<file path="config.mk">
export PLATFORM = sky130hd
export DESIGN_NAME = ifns_decoder_20_flat
export DESIGN_NICKNAME = d
export VERILOG_FILES = /design/src/rtl/ifns_pkg.sv /design/src/rtl/ifns_decoder_20_if.sv /design/src/rtl/ifns_group_sum.sv /design/src/rtl/ifns_decoder_20.sv /design/src/flat_wrapper.sv
export SDC_FILE = /design/constraint.sdc
export NUM_CORES = 1
export LEC_CHECK = 0
export ABC_CLOCK_PERIOD_IN_PS = 7520
export BUFFER_PORTS_ARGS = -buffer_cell sky130_fd_sc_hd__buf_4
export CAP_MARGIN = 20
export CELL_PAD_IN_SITES_DETAIL_PLACEMENT = 1
export CELL_PAD_IN_SITES_GLOBAL_PLACEMENT = 1
export CORE_UTILIZATION = 50
export DETAILED_ROUTE_END_ITERATION = 6
export HOLD_SLACK_MARGIN = 0.1
export PLACE_DENSITY = 0.84
export SYNTH_ARGS = -nofsm -noshare
export SYNTH_HDL_FRONTEND = slang
export SYNTH_SLANG_ARGS = --single-unit
</file>
<file path="constraint.sdc">
create_clock -name clock -period 7.52 [get_ports clock]
set_input_delay 1.504 -clock clock [delete_from_list [all_inputs] [get_ports clock]]
set_output_delay 1.504 -clock clock [all_outputs]
set_load 0.05 [all_outputs]
</file>
<file path="src/rtl/ifns_pkg.sv">
// ---------------------------------------------------------------------------
// ifns_pkg
// Shared constants for the 14-bit / 20-wire IFNS crosstalk-avoidance code.
// The weight vector here is the single source used by the encoder, the
// decoder and the decoder reference model, so all of them agree by
// construction.
// ---------------------------------------------------------------------------
package ifns_pkg;

    // Codeword width (wires) and data width (bits)
    localparam int unsigned IFNS_N     = 20;
    localparam int unsigned IFNS_K     = 14;

    // Largest data value representable in IFNS_K bits
    localparam int unsigned IFNS_MAX   = 16383;

    // Width of every weighted sum; the all-ones codeword sums to 28655
    localparam int unsigned IFNS_SUM_W = 15;

    // Codeword bits handled by one partial-sum group
    localparam int unsigned IFNS_GRP_W = 5;

    // Number of partial-sum groups covering the codeword
    localparam int unsigned IFNS_NGRP  = IFNS_N / IFNS_GRP_W;

    typedef logic [IFNS_SUM_W-1:0] ifns_sum_t;

    // Registered decode result
    typedef struct packed {
        logic              err;
        logic [IFNS_K-1:0] data;
    } ifns_result_t;

    // Fibonacci weights, indexed by codeword bit position 1..20
    localparam logic [IFNS_SUM_W-1:0] IFNS_W [1:IFNS_N] = '{
        15'd1,    15'd2,    15'd3,    15'd5,    15'd8,
        15'd13,   15'd21,   15'd34,   15'd55,   15'd89,
        15'd144,  15'd233,  15'd377,  15'd610,  15'd987,
        15'd1597, 15'd2584, 15'd4181, 15'd6765, 15'd10946
    };

endpackage : ifns_pkg

</file>
<file path="src/rtl/ifns_decoder_20_if.sv">
// ---------------------------------------------------------------------------
// ifns_decoder_20_if
// Bus between an IFNS link receiver front-end and the decoder.
//   valid_in    : codein carries a new codeword this cycle
//   codein      : 20-wire codeword, bit i carries weight IFNS_W[i]
//   err_cnt_clr : synchronous clear of the decode-error counter
//   valid_out   : dataout / err_out are valid this cycle
//   dataout     : decoded 14-bit data word (0 when flagged)
//   err_out     : codeword sum exceeded the 14-bit range
//   err_cnt     : saturating count of flagged codewords
// Modports: master = the side driving codewords, slave = the decoder.
// ---------------------------------------------------------------------------
interface ifns_decoder_20_if #(
    parameter int unsigned ERR_CNT_W = 16
) ();
    import ifns_pkg::*;

    logic                 valid_in;
    logic [IFNS_N:1]      codein;
    logic                 err_cnt_clr;
    logic                 valid_out;
    logic [IFNS_K-1:0]    dataout;
    logic                 err_out;
    logic [ERR_CNT_W-1:0] err_cnt;

    modport master (
        output valid_in,
        output codein,
        output err_cnt_clr,
        input  valid_out,
        input  dataout,
        input  err_out,
        input  err_cnt
    );

    modport slave (
        input  valid_in,
        input  codein,
        input  err_cnt_clr,
        output valid_out,
        output dataout,
        output err_out,
        output err_cnt
    );

endinterface : ifns_decoder_20_if

</file>
<file path="src/rtl/ifns_group_sum.sv">
// ---------------------------------------------------------------------------
// ifns_group_sum
// Combinational Fibonacci-weighted sum of one 5-bit codeword slice.
//   BASE  : codeword bit index of slice[0] (1, 6, 11 or 16)
//   slice : codeword bits [BASE+4:BASE]
//   sum_c : weighted sum of the set bits, 15 bits
// ---------------------------------------------------------------------------
module ifns_group_sum
    import ifns_pkg::*;
#(
    parameter int unsigned BASE = 1
) (
    input  logic [IFNS_GRP_W-1:0] slice,
    output ifns_sum_t             sum_c
);

    // Add the weight of each set bit; the largest group (bits 20..16)
    // sums to 26073, so 15 bits never overflow
    always_comb begin
        sum_c = '0;
        for (int unsigned i = 0; i < IFNS_GRP_W; i++) begin
            if (slice[i]) begin
                sum_c = sum_c + IFNS_W[BASE + i];
            end
        end
    end

endmodule : ifns_group_sum

</file>
<file path="src/rtl/ifns_decoder_20.sv">
// ---------------------------------------------------------------------------
// ifns_decoder_20
// Receive-side IFNS 14b/20-wire decoder. Three register stages:
//   stage 0 : capture codeword and valid
//   stage 1 : four 5-bit group partial sums
//   stage 2 : final sum, range check, result and valid
// A codeword presented before edge k is reflected at the outputs after
// edge k+2, one word per cycle, no backpressure.
// Ports:
//   clock : rising-edge clock
//   rst   : asynchronous active-high reset
//   bus   : ifns_decoder_20_if.slave (codeword in, decoded word and
//           error diagnostics out)
// ---------------------------------------------------------------------------
module ifns_decoder_20
    import ifns_pkg::*;
#(
    parameter int unsigned ERR_CNT_W = 16
) (
    input logic              clock,
    input logic              rst,
    ifns_decoder_20_if.slave bus
);

    // Stage 0 registers
    logic [IFNS_N:1] code_r;
    logic            v0;

    // Stage 1 registers
    ifns_sum_t       part_c [IFNS_NGRP];
    ifns_sum_t       part_r [IFNS_NGRP];
    logic            v1;

    // Stage 2 combinational result and registers
    ifns_sum_t       sum_c;
    ifns_result_t    res_c;
    ifns_result_t    res_r;
    logic            valid_r;

    // Error counter
    logic [ERR_CNT_W-1:0] err_cnt_r;

    // Stage 0: capture every cycle; data may load during bubbles
    always_ff @(posedge clock or posedge rst) begin
        if (rst) begin
            code_r <= '0;
            v0     <= 1'b0;
        end else begin
            code_r <= bus.codein;
            v0     <= bus.valid_in;
        end
    end

    // Partial sums over bits [5:1], [10:6], [15:11], [20:16]
    for (genvar g = 0; g < IFNS_NGRP; g++) begin : g_grp
        ifns_group_sum #(
            .BASE (g * IFNS_GRP_W + 1)
        ) u_grp (
            .slice (code_r[g*IFNS_GRP_W+IFNS_GRP_W -: IFNS_GRP_W]),
            .sum_c (part_c[g])
        );
    end

    // Stage 1: register partial sums
    always_ff @(posedge clock or posedge rst) begin
        if (rst) begin
            for (int i = 0; i < IFNS_NGRP; i++) begin
                part_r[i] <= '0;
            end
            v1 <= 1'b0;
        end else begin
            for (int i = 0; i < IFNS_NGRP; i++) begin
                part_r[i] <= part_c[i];
            end
            v1 <= v0;
        end
    end

    // Final sum and range check; out-of-range words decode to zero
    always_comb begin
        sum_c = '0;
        for (int i = 0; i < IFNS_NGRP; i++) begin
            sum_c = sum_c + part_r[i];
        end
        res_c.err  = (sum_c > ifns_sum_t'(IFNS_MAX));
        res_c.data = res_c.err ? '0 : sum_c[IFNS_K-1:0];
    end

    // Stage 2: output registers
    always_ff @(posedge clock or posedge rst) begin
        if (rst) begin
            res_r   <= '0;
            valid_r <= 1'b0;
        end else begin
            res_r   <= res_c;
            valid_r <= v1;
        end
    end

    // Count flagged output cycles; clear wins, saturate at all-ones
    always_ff @(posedge clock or posedge rst) begin
        if (rst) begin
            err_cnt_r <= '0;
        end else if (bus.err_cnt_clr) begin
            err_cnt_r <= '0;
        end else if (valid_r && res_r.err && (err_cnt_r != '1)) begin
            err_cnt_r <= err_cnt_r + ERR_CNT_W'(1);
        end
    end

    assign bus.valid_out = valid_r;
    assign bus.dataout   = res_r.data;
    assign bus.err_out   = res_r.err;
    assign bus.err_cnt   = err_cnt_r;

endmodule : ifns_decoder_20

</file>
<file path="src/flat_wrapper.sv">
// flat-port wrapper written by rule: the top's interface ports become plain ports
module ifns_decoder_20_flat import ifns_pkg::*;
#(
    parameter int unsigned ERR_CNT_W = 16
)
  (clock, rst, bus_valid_in, bus_codein, bus_err_cnt_clr, bus_valid_out, bus_dataout, bus_err_out, bus_err_cnt);
  ifns_decoder_20_if #(.ERR_CNT_W(ERR_CNT_W)) bus_i ();
  input logic clock;
  input logic rst;
  input wire logic [$bits(bus_i.valid_in)-1:0] bus_valid_in;
  input wire logic [$bits(bus_i.codein)-1:0] bus_codein;
  input wire logic [$bits(bus_i.err_cnt_clr)-1:0] bus_err_cnt_clr;
  output wire logic [$bits(bus_i.valid_out)-1:0] bus_valid_out;
  output wire logic [$bits(bus_i.dataout)-1:0] bus_dataout;
  output wire logic [$bits(bus_i.err_out)-1:0] bus_err_out;
  output wire logic [$bits(bus_i.err_cnt)-1:0] bus_err_cnt;
  assign bus_i.valid_in = bus_valid_in;
  assign bus_i.codein = bus_codein;
  assign bus_i.err_cnt_clr = bus_err_cnt_clr;
  assign bus_valid_out = bus_i.valid_out;
  assign bus_dataout = bus_i.dataout;
  assign bus_err_out = bus_i.err_out;
  assign bus_err_cnt = bus_i.err_cnt;
  ifns_decoder_20 #(.ERR_CNT_W(ERR_CNT_W)) u_core (.clock(clock), .rst(rst), .bus(bus_i));
endmodule
</file>
==> flow_metrics.py <==
metrics = {
    "logic_synthesis": {
        "synthXorXnorAreaFrac": 0.0976,
        "avgSynthCellArea_um2": 10.0,
        "netlist_top_cells_count": "dfrtp_1 (95), inv_1 (81), ha_1 (64)",
        "syn_inst": 604,
        "ys.flop_type": "dfrtp_1",
        "synth_cell_types": 67,
        "yosys.area.top_type": "dfrtp_1",
        "async_reset_ff_frac": 1.00,
        "ys_warn_count": 0,
        "synth_area_um2": 6050,
        "muxShareOfSynthArea": 0.0196,
        "synth_compound_area_frac": 0.103,
        "synth_fa_ha_area_frac": 0.179,
        "ys_seq_area_frac": 0.393,
        "synth_fp_nets": 706,
        "synth_simple_gate_area_share": 0.143,
        "ys_seq_elements": 95,
        "netlist.area_leader.share": 0.393,
        "synth_edf_count": 0,
        "synth_most_common_cell": "dfrtp_1",
        "synth_top_family_by_area": "adder cells",
        "synth_area_leaders": "dfrtp_1 (39%), ha_1 (13%), xnor2_1 (5.4%)",
    },
    "final_layout": {
        "seq_area_um2": 2380,
        "stdcell_area_um2": 6850,
        "diodes": 0,
        "nets": 757,
        "multi_input_area_um2": 3280,
        "nFillCells": 1285,
        "area_growth_pct": 13.1,
        "post_route_cells_drive_above_1_share": 0.143,
    },
    "setup_path": {
        "worstPathCellList": "inv_1 -> fa_1 -> fa_1 -> inv_1 -> ha_1 -> a21o_1 -> a21oi_1 -> o21ai_1 -> nor3b_1 -> or4b_4 -> nand3_2 -> nor3_1",
        "rrSetupSlack_ns": 3.87,
        "crit_arrival_ns": 3.86,
        "slowest_stage": "fa_1",
        "r2r_end": "u_core.bus.dataout[13]",
        "critPathBufInv": 2,
        "timing.rr.start": "u_core.part_r[17]",
        "setup.worst_path.end_class": "flop",
        "ff2ff_path_depth": 12,
        "cp.required_ns": 7.73,
        "crit_start": "u_core.part_r[17]",
        "critPathMaxStageDelay_ns": 0.58,
        "cp-start-kind": "flop",
        "crit_fanout": 15,
        "worstSetupPathType": "reg2reg",
        "worstSetupEndpoint": "u_core.bus.dataout[13]",
        "path_delay_family": "adder cells",
        "worst-path-stages": 12,
    },
    "power": {
        "combPwrFrac": 0.503,
        "pwr-share-seq": 0.295,
        "intPower_uw": 1280,
        "ir_worst_vdd_mv": 0.117,
        "switching_share": 0.415,
        "power.leakage_uw": 0.00336,
        "p_per_area_nw_per_um2": 319,
        "p_clk_frac": 0.202,
        "finalPower_uw": 2180,
        "p_sw_uw": 906,
    },
    "drt": {
        "routed_wirelength_um": 13200,
        "wl_per_cell_um": 16.5,
        "route.detailed.drc": 5,
        "via_count": 4364,
        "viasPerCell": 5.45,
        "dr.pass1.iters": 6,
        "drtIter0Drc": 161,
        "ant_nets": 0,
    },
    "sta": {
        "setup_viol": 0,
        "timing.fmax_mhz": 274,
        "hold_viol_final": 0,
        "skew_ns": 0.00863,
        "tightest_slew_ns": 0.939,
        "slew_violations": 0,
        "setup_tns_ns": 0,
        "fin_crit_ns": 3.65,
        "slew_headroom": 0.374,
        "rsz0062_at_grt": "no",
        "timing.final.crit_share": 0.485,
    },
    "floorplan": {
        "boundaryPins": 56,
        "die_h_um": 112,
        "die_area_um2": 12500,
        "start_util": 0.521,
        "rows": 39,
        "coreArea_um2": 11600,
        "die_w_um": 112,
    },
    "global_routing": {
        "grt_pass1_wl_um": 22300,
        "grt_max_degree": 78,
        "antenna_found_initial": 0,
        "first_global_vias": 4743,
        "grtUsageTotal": 0.229,
        "overflow": 0,
    },
    "clock_tree": {
        "clock_path_buffers": 2,
        "clk_latency_ns": 0.35,
        "cts_setup_buffers": 0,
        "path_clk_slew_ns": 0.07,
        "root_buffer": "clkbuf_16",
        "cts_made_buffers": 9,
        "holdBufCountCts": 0,
        "cts.sinks": 95,
        "cts_tree": "done",
        "ctsResizeCount": 0,
        "htree_levels": 3,
    },
    "outcome": {
        "status": "complete, but fails checks",
        "violations": "DRC",
    },
    "flow_run": {
        "drv_cap": 0,
    },
    "min_path": {
        "hold_path_class": "reg2reg",
        "hold_depth": 0,
        "hold_path_startpoint": "u_core.v1",
    },
    "placed_design": {
        "place_congestion": 0.837,
        "place_hpwl_um": 10300,
        "place_area_um2": 6570,
        "numPortBuffers": 55,
    },
}
-- worst min path at each step --
stage / slack (ns) / end
floorplan: 0.33 / u_core.bus.valid_out
global placement: 0.33 / u_core.bus.valid_out
detailed placement: 0.35 / u_core.bus.valid_out
CTS: 0.35 / u_core.bus.valid_out
global route: 0.36 / u_core.bus.valid_out
finish: 0.35 / u_core.bus.valid_out
-- power by group through the flow --
| stage | clock network (uW) | registers (uW) | logic (uW) |
|---|---|---|---|
| after floorplan | 0 | 772 | 698 |
| after global placement | 0 | 650 | 1030 |
| after detailed placement | 0 | 656 | 1090 |
| after CTS | 452 | 647 | 1110 |
| after global routing | 467 | 656 | 1220 |
| final | 441 | 645 | 1100 |
-- per-layer routing --
metal / vias to the layer above / track usage / routed length (um)
li1: 2116 / - / -
met1: 2134 / 0.264 / 5620
met2: 86 / 0.411 / 6760
met3: 28 / 0.0383 / 364
met4: 0 / 0.118 / 464
met5: - / 0 / 0
-- cell families (layout without fill, tap and decap cells) --
logic type | count (synthesis) | count (layout)
adder cells (fa/ha/maj) | 78 | 78
multiplexers | 11 | 11
AND/OR/NAND/NOR | 163 | 163
buffers and inverters | 97 | 151
XOR/XNOR | 65 | 65
AO/OA/AOI/OAI | 95 | 95
flip-flops | 95 | 95
-- through the flow --
stage               hold WS, ns  utilization  cells  setup WS [ns]
floorplan                 0.331            -    604           3.54
global route              0.361        0.589    801           3.67
global placement          0.332        0.565    787           4.01
finish                    0.352        0.589    801           3.87
detailed placement        0.346        0.565    787           3.88
CTS                       0.353        0.589    801           3.84
-- cell type report --
type                    instances  area share
multi-input cells             412       0.480
well taps                     143      0.0261
clock inverters                 3     0.00676
inverters                      81      0.0448
clock buffers                  11      0.0340
repair buffers                 56      0.0614
flip-flops and latches         95       0.347
-- sequential cells by signal (all words and copies together), names as in the netlist --
signal	flops
u_core.code_r	20
u_core.part_r	41
u_core.v1	1
u_core.v0	1
u_core.bus.err_out	1
u_core.bus.err_cnt	16
u_core.bus.dataout	14
u_core.bus.valid_out	1
-- cells in the final DEF, fill, tap and decap left out, types with 9 or more instances in the layout --
master,count
a21oi_1,24
buf_4,56
clkbuf_16,9
dfrtp_1,95
fa_1,14
ha_1,64
inv_1,80
nand2_1,32
nand3_1,19
nor2_1,38
nor2b_1,13
o21ai_0,21
xnor2_1,37
xor2_1,26
No activity file was read; power rests on OpenSTA's default activity.
